<file path="src/rtl/ntsc_composite_encoder.sv">
// NTSC composite encoder: quadrature-modulates I/Q onto the subcarrier, adds luma, clamps, and applies sync/burst/blank levels.
// Optional colour-kill input is compiled in when NTSC_COLOR_KILL_EN is defined.
module ntsc_composite_encoder #(
   parameter int PHASE_BITS            = 4,
   parameter int DAC_BITS              = 5,
   parameter int BLANK_LEVEL           = 8,
   parameter int BLACK_LEVEL           = 10,
   parameter int WHITE_LEVEL           = 28,
   parameter int LOWER_SWING_LEVEL     = 4,
   parameter int UPPER_SWING_LEVEL     = 31,
   parameter int BURST_AMPLITUDE_SHIFT = 2,
   parameter int I_PHASE_STEPS         = 5,
   parameter int CHROMA_SHIFT          = 12
) (
   input  logic                  phaseClock,
   input  logic                  reset,
   input  logic [PHASE_BITS-1:0] subcarrierPhase,
   input  logic                  blank,
   input  logic                  sync,
   input  logic                  burst,
   input  logic [7:0]            y,
   input  logic signed [8:0]     i,
   input  logic signed [8:0]     q,
`ifdef NTSC_COLOR_KILL_EN
   input  logic                  colorKill,
`endif
   output logic [DAC_BITS-1:0]   dacSample
);

   localparam int N = 1 << PHASE_BITS;
   localparam logic [PHASE_BITS-1:0] I_OFF = PHASE_BITS'(I_PHASE_STEPS);
   localparam logic [PHASE_BITS-1:0] Q_OFF = PHASE_BITS'(I_PHASE_STEPS - N / 4);
   localparam logic [PHASE_BITS-1:0] B_OFF = PHASE_BITS'(N / 2);

   function automatic logic [N-1:0][7:0] buildCosTable();
      logic [N-1:0][7:0] lut;
      real               value;
      int                rounded;
      for (int k = 0; k < N; k++) begin
         value   = 127.0 * $cos(2.0 * 3.14159265358979323846 * k / N);
         rounded = (value >= 0.0) ? $rtoi(value + 0.5) : $rtoi(value - 0.5);
         lut[k]  = 8'(rounded);
      end
      return lut;
   endfunction

   localparam logic [N-1:0][7:0] COS_LUT = buildCosTable();

   logic [7:0]            yS1_q;
   logic signed [8:0]     iS1_q, qS1_q;
   logic signed [7:0]     cosI_q, cosQ_q, cosB_q;
   logic                  blankS1_q, syncS1_q, burstS1_q, killS1_q;
   logic signed [16:0]    prodI_q, prodQ_q, prodI_d, prodQ_d;
   logic [7:0]            luma_q, luma_d;
   logic signed [7:0]     burstScaled_q, burstScaled_d;
   logic                  blankS2_q, syncS2_q, burstS2_q, killS2_q;
   logic [DAC_BITS-1:0]   dacSample_q, dacSample_d;
   logic                  killIn;
   int                    chroma, activeLevel;

`ifdef NTSC_COLOR_KILL_EN
   assign killIn = colorKill;
`else
   assign killIn = 1'b0;
`endif

   // Stage 1: capture inputs and the three subcarrier samples for this phase.
   always_ff @(posedge phaseClock) begin
      if (reset) begin
         yS1_q     <= '0;
         iS1_q     <= '0;
         qS1_q     <= '0;
         cosI_q    <= '0;
         cosQ_q    <= '0;
         cosB_q    <= '0;
         blankS1_q <= 1'b1;
         syncS1_q  <= 1'b0;
         burstS1_q <= 1'b0;
         killS1_q  <= 1'b0;
      end else begin
         yS1_q     <= y;
         iS1_q     <= i;
         qS1_q     <= q;
         cosI_q    <= signed'(COS_LUT[subcarrierPhase + I_OFF]);
         cosQ_q    <= signed'(COS_LUT[subcarrierPhase + Q_OFF]);
         cosB_q    <= signed'(COS_LUT[subcarrierPhase + B_OFF]);
         blankS1_q <= blank;
         syncS1_q  <= sync;
         burstS1_q <= burst;
         killS1_q  <= killIn;
      end
   end

   always_comb begin
      prodI_d       = iS1_q * cosI_q;
      prodQ_d       = qS1_q * cosQ_q;
      luma_d        = 8'(BLACK_LEVEL + ((int'(yS1_q) * (WHITE_LEVEL - BLACK_LEVEL) + 128) >> 8));
      burstScaled_d = 8'(((int'(cosB_q) <<< BURST_AMPLITUDE_SHIFT) + 64) >>> 7);
   end

   always_ff @(posedge phaseClock) begin
      if (reset) begin
         prodI_q       <= '0;
         prodQ_q       <= '0;
         luma_q        <= '0;
         burstScaled_q <= '0;
         blankS2_q     <= 1'b1;
         syncS2_q      <= 1'b0;
         burstS2_q     <= 1'b0;
         killS2_q      <= 1'b0;
      end else begin
         prodI_q       <= prodI_d;
         prodQ_q       <= prodQ_d;
         luma_q        <= luma_d;
         burstScaled_q <= burstScaled_d;
         blankS2_q     <= blankS1_q;
         syncS2_q      <= syncS1_q;
         burstS2_q     <= burstS1_q;
         killS2_q      <= killS1_q;
      end
   end

   // Stage 3: int-width arithmetic so luma+chroma cannot wrap before the clamp.
   always_comb begin
      chroma = (int'(prodI_q) + int'(prodQ_q) + (1 << (CHROMA_SHIFT - 1))) >>> CHROMA_SHIFT;
      if (killS2_q) chroma = 0;
      activeLevel = int'(luma_q) + chroma;
      if (activeLevel < LOWER_SWING_LEVEL) activeLevel = LOWER_SWING_LEVEL;
      if (activeLevel > UPPER_SWING_LEVEL) activeLevel = UPPER_SWING_LEVEL;
      dacSample_d = DAC_BITS'(activeLevel);
      if (syncS2_q) begin
         dacSample_d = '0;
      end else if (burstS2_q) begin
         dacSample_d = killS2_q ? DAC_BITS'(BLANK_LEVEL)
                                : DAC_BITS'(BLANK_LEVEL + int'(burstScaled_q));
      end else if (blankS2_q) begin
         dacSample_d = DAC_BITS'(BLANK_LEVEL);
      end
   end

   always_ff @(posedge phaseClock) begin
      if (reset) dacSample_q <= DAC_BITS'(BLANK_LEVEL);
      else       dacSample_q <= dacSample_d;
   end

   assign dacSample = dacSample_q;

endmodule

</file>
<file path="config.mk">
export PLATFORM = sky130hd
export DESIGN_NAME = ntsc_composite_encoder
export DESIGN_NICKNAME = d
export VERILOG_FILES = /design/src/rtl/ntsc_composite_encoder.sv
export SDC_FILE = /design/constraint.sdc
export NUM_CORES = 1
export LEC_CHECK = 0
export BUFFER_PORTS_ARGS = -buffer_cell sky130_fd_sc_hd__buf_2
export CELL_PAD_IN_SITES_DETAIL_PLACEMENT = 1
export CELL_PAD_IN_SITES_GLOBAL_PLACEMENT = 1
export CORE_UTILIZATION = 40
export CTS_BUF_LIST = sky130_fd_sc_hd__clkbuf_4 sky130_fd_sc_hd__clkbuf_8
export DETAILED_ROUTE_END_ITERATION = 10
export PLACE_DENSITY_LB_ADDON = 0.1
export SLEW_MARGIN = 40
export SYNTH_ARGS = -nofsm -noshare
export SYNTH_HDL_FRONTEND = slang
export SYNTH_SLANG_ARGS = --single-unit
</file>
<file path="constraint.sdc">
create_clock -name phaseClock -period 9.5 [get_ports phaseClock]
set_input_delay 2.85 -clock phaseClock [delete_from_list [all_inputs] [get_ports phaseClock]]
set_output_delay 2.85 -clock phaseClock [all_outputs]
set_load 0.02 [all_outputs]
</file>
==> impl_metrics.ini <==
[run_status]
run_status = completed

[worst_setup_path]
required_ns = 9.77
critPathMaxFanout = 6
critical_path_sink_type = flip-flop
path_class = reg2reg
critical_path.slowest_cell = fa_1
startpoint_type_of_the_worst_setup_path = flip-flop
max_stage_delay_ns = 0.47
path_common_cell = ha_1
worst-endpoint-arrival_ns = 5.27
crit_chain = ha_1 -> ha_1 -> a21oi_1 -> a21boi_2 -> o31ai_1 -> a31oi_1 -> o21a_1 -> nor2_1 -> xnor2_1 -> fa_1 -> a211o_1 -> a21o_1 -> a211o_1 -> a21oi_2 -> nor2b_2 -> or4_1 -> a21oi_1 -> ha_1 -> inv_1 -> and2_1 -> a2111oi_0 -> o21bai_1

[route]
antenna_violating_nets_post_route = 0
routed_wirelength_um = 21300
drt_pass_1_iters = 6
routed_via_density = 4.93
drt_iter0_drc = 170
dr_total_vias = 7102
avgRoutedWirePerCell_um = 14.8
drt_drc_violations_left = 0

[final_layout]
fillers = 2844
layout.area.seq_um2 = 2040
finish.cell_count_without_fillers = 1442
insertedDiodeCount = 0
area_growth_syn_to_layout_pct = 7.63
multi_input_area_um2 = 7340
nNetsFinal = 1394
fin_util = 0.442
final_layout_size_suffix_gt1_frac = 0.0626

[clocking]
tritoncts.num_buffers = 9
ctsHtreeMaxLevel = 3
cts_hold_repair.buffers = 0
clock_insertion_delay_worst_skew_ns = 0.38
cts_setup_buffers = 0
clk_pin_slew_ns = 0.10
clock_path_buffers = 2
post_cts_resize_count = 0
cts_tree = done
clock_root_buffer = clkbuf_8
numClockSinks = 102

[die]
ios = 40
initial_utilization = 0.410
die_h_um = 160
core_area_um2 = 24500
die_area_um2 = 25700
floorplan.rows = 57
die_outline_width_um = 160

[sta]
final.setup.tns_ns = 0
timing_hold_violations_final = 0
transition_time_at_the_pin_with_the_least_slew_margin_ns = 0.774
timing.clock.skew_ns = 0.0153
timing.final.crit_period_ns = 5.00
max_freq_mhz = 200
finalSetupViolations = 0
timing.max_slew.rel_slack = 0.480
rsz0062_at_grt = false
post-route-period-util = 0.527
maxSlewViolCount = 0

[synth]
synth-edff-count = 0
yosys.cell_types.count = 55
synth-seq-cells = 102
syn_area_per_cell_um2 = 9.25
post_synth_inst_count = 1085
synthesis.yosys.warnings = 0
mappedNetlistArea_um2 = 10000
synth-seq-area-share = 0.203
async_flop_share = 0
ys_dominant_reg_cell = dfxtp_1
postSynthNetCount = 1366

[run]
maxCapViolations = 0

[place]
io_buffers = 39
inst_count_dp = 1426
final_hpwl_dp_um = 18000
final_weighted_congestion_in_routability_driven_placement = 0.804

[global_routing]
first_global_vias = 7620
initial_antenna_violation_count = 0
grt_first_pass_wirelength_um = 37300
pin_count_of_the_biggest_net_entering_global_routing = 93
grt_remaining_overflow = 0
track_usage = 0.178

[power_and_ir_drop]
powerDensity_nw_per_um2 = 171
cellLeakagePower_nw = 5.42
peak_vdd_ir_uv = 115

[worst_hold_path]
holdCritPathClass = reg2reg
[routing by layer]
metal,GRT usage,vias to the layer above,share of wire
met4,0.0351,0,0.0090
met3,0.0189,14,0.017
met5,0,-,0
met2,0.297,54,0.46
met1,0.251,3499,0.51
li1,-,3535,-
[final timing paths]
path                                       start            to  slack, ns  cells past startpoint
worst max-delay path                  prodI_q[5]  dacSample[3]       4.50                     22
worst min-delay path            burstScaled_q[0]  dacSample[0]       0.44                      2
worst max register to register        prodI_q[5]  dacSample[3]       4.50                     22
worst min register to register  burstScaled_q[0]  dacSample[0]       0.44                      2
[metrics by stage]
step           cell area [um^2]  hold WS, ns  setup slack [ns]  power (mW)
2_1_floorplan             10000        0.389              4.86        1.31
6_report                  10800        0.444              4.50        1.84
3_3_place_gp              10600        0.426              4.52        1.54
4_1_cts                   10800        0.450              4.46        1.88
5_1_grt                   10800        0.476              4.05        2.04
3_5_place_dp              10600        0.423              4.48        1.55
[area by class of cell]
cell class / count / share of cell area
clock buffer: 9 / 0.0115
clock inverter: 7 / 0.00985
inverter: 152 / 0.0528
multi-input combinational: 808 / 0.680
sequential: 102 / 0.189
tap: 324 / 0.0375
timing repair buffer: 40 / 0.0193
[synth_stat cells (5+ instances only)]
master	count	area (um^2)
ha_1	123	1540
dfxtp_1	102	2040
or2_2	6	37.5
a31oi_1	5	31.3
a21oi_1	38	190
and2_1	83	519
o21a_1	7	52.6
xnor2_1	37	324
nor3_1	10	50.1
nand2_1	80	300
fa_1	123	2460
a21o_1	17	128
nor2b_1	49	307
or3_1	5	31.3
o21ai_0	25	125
xor2_1	15	131
inv_1	152	571
mux2i_1	8	80.1
clkbuf_1	19	71.3
nand2b_1	21	131
nor2_1	68	255
a211oi_1	15	113
nand3_1	20	100
[cell families after synthesis]
kind of cell / Yosys count / share of synthesized area
AO/OA/AOI/OAI: 142 / 0.0930
adder cells (fa/ha/maj): 246 / 0.399
multiplexers: 8 / 0.00798
XOR/XNOR: 52 / 0.0454
AND/OR/NAND/NOR: 359 / 0.186
buffers and inverters: 175 / 0.0655
flip-flops: 102 / 0.203
other: 1 / 0.000374
[power breakdown]
| part | total, mW | switching, mW | internal (mW) |
|---|---|---|---|
| clock network | 0.323 | 0.170 | 0.152 |
| registers | 0.539 | 0.0507 | 0.488 |
| logic | 0.981 | 0.557 | 0.423 |
[layout by cell type (no fill, tap or decap), types with 6 or more instances in the layout]
cell	count
a211oi_1	15
a21o_1	17
a21oi_1	38
and2_1	83
buf_2	38
clkbuf_8	9
dfxtp_1	102
fa_1	123
ha_1	123
inv_1	152
mux2i_1	8
nand2_1	80
nand2b_1	21
nand3_1	20
nor2_1	68
nor2b_1	49
nor3_1	10
o21a_1	7
o21ai_0	25
or2_2	6
xnor2_1	36
xor2_1	15
[sequential cells by signal, summed over array words and instances (netlist names), 4 cells and up]
name / count
burstScaled_q: 4
cosB_q: 4
cosI_q: 8
cosQ_q: 8
dacSample: 5
iS1_q: 9
luma_q: 7
prodI_q: 17
prodQ_q: 17
qS1_q: 9
yS1_q: 8
[critical path: cells and delay by family, from the launching register on]
kind | cells | cell delay (ns)
AO/OA/AOI/OAI | 12 | 2.34
adder cells (fa/ha/maj) | 4 | 1.30
AND/OR/NAND/NOR | 4 | 0.73
flip-flops | 1 | 0.32
XOR/XNOR | 1 | 0.12
buffers and inverters | 1 | 0.07
No activity file was read; power rests on OpenSTA's default activity.
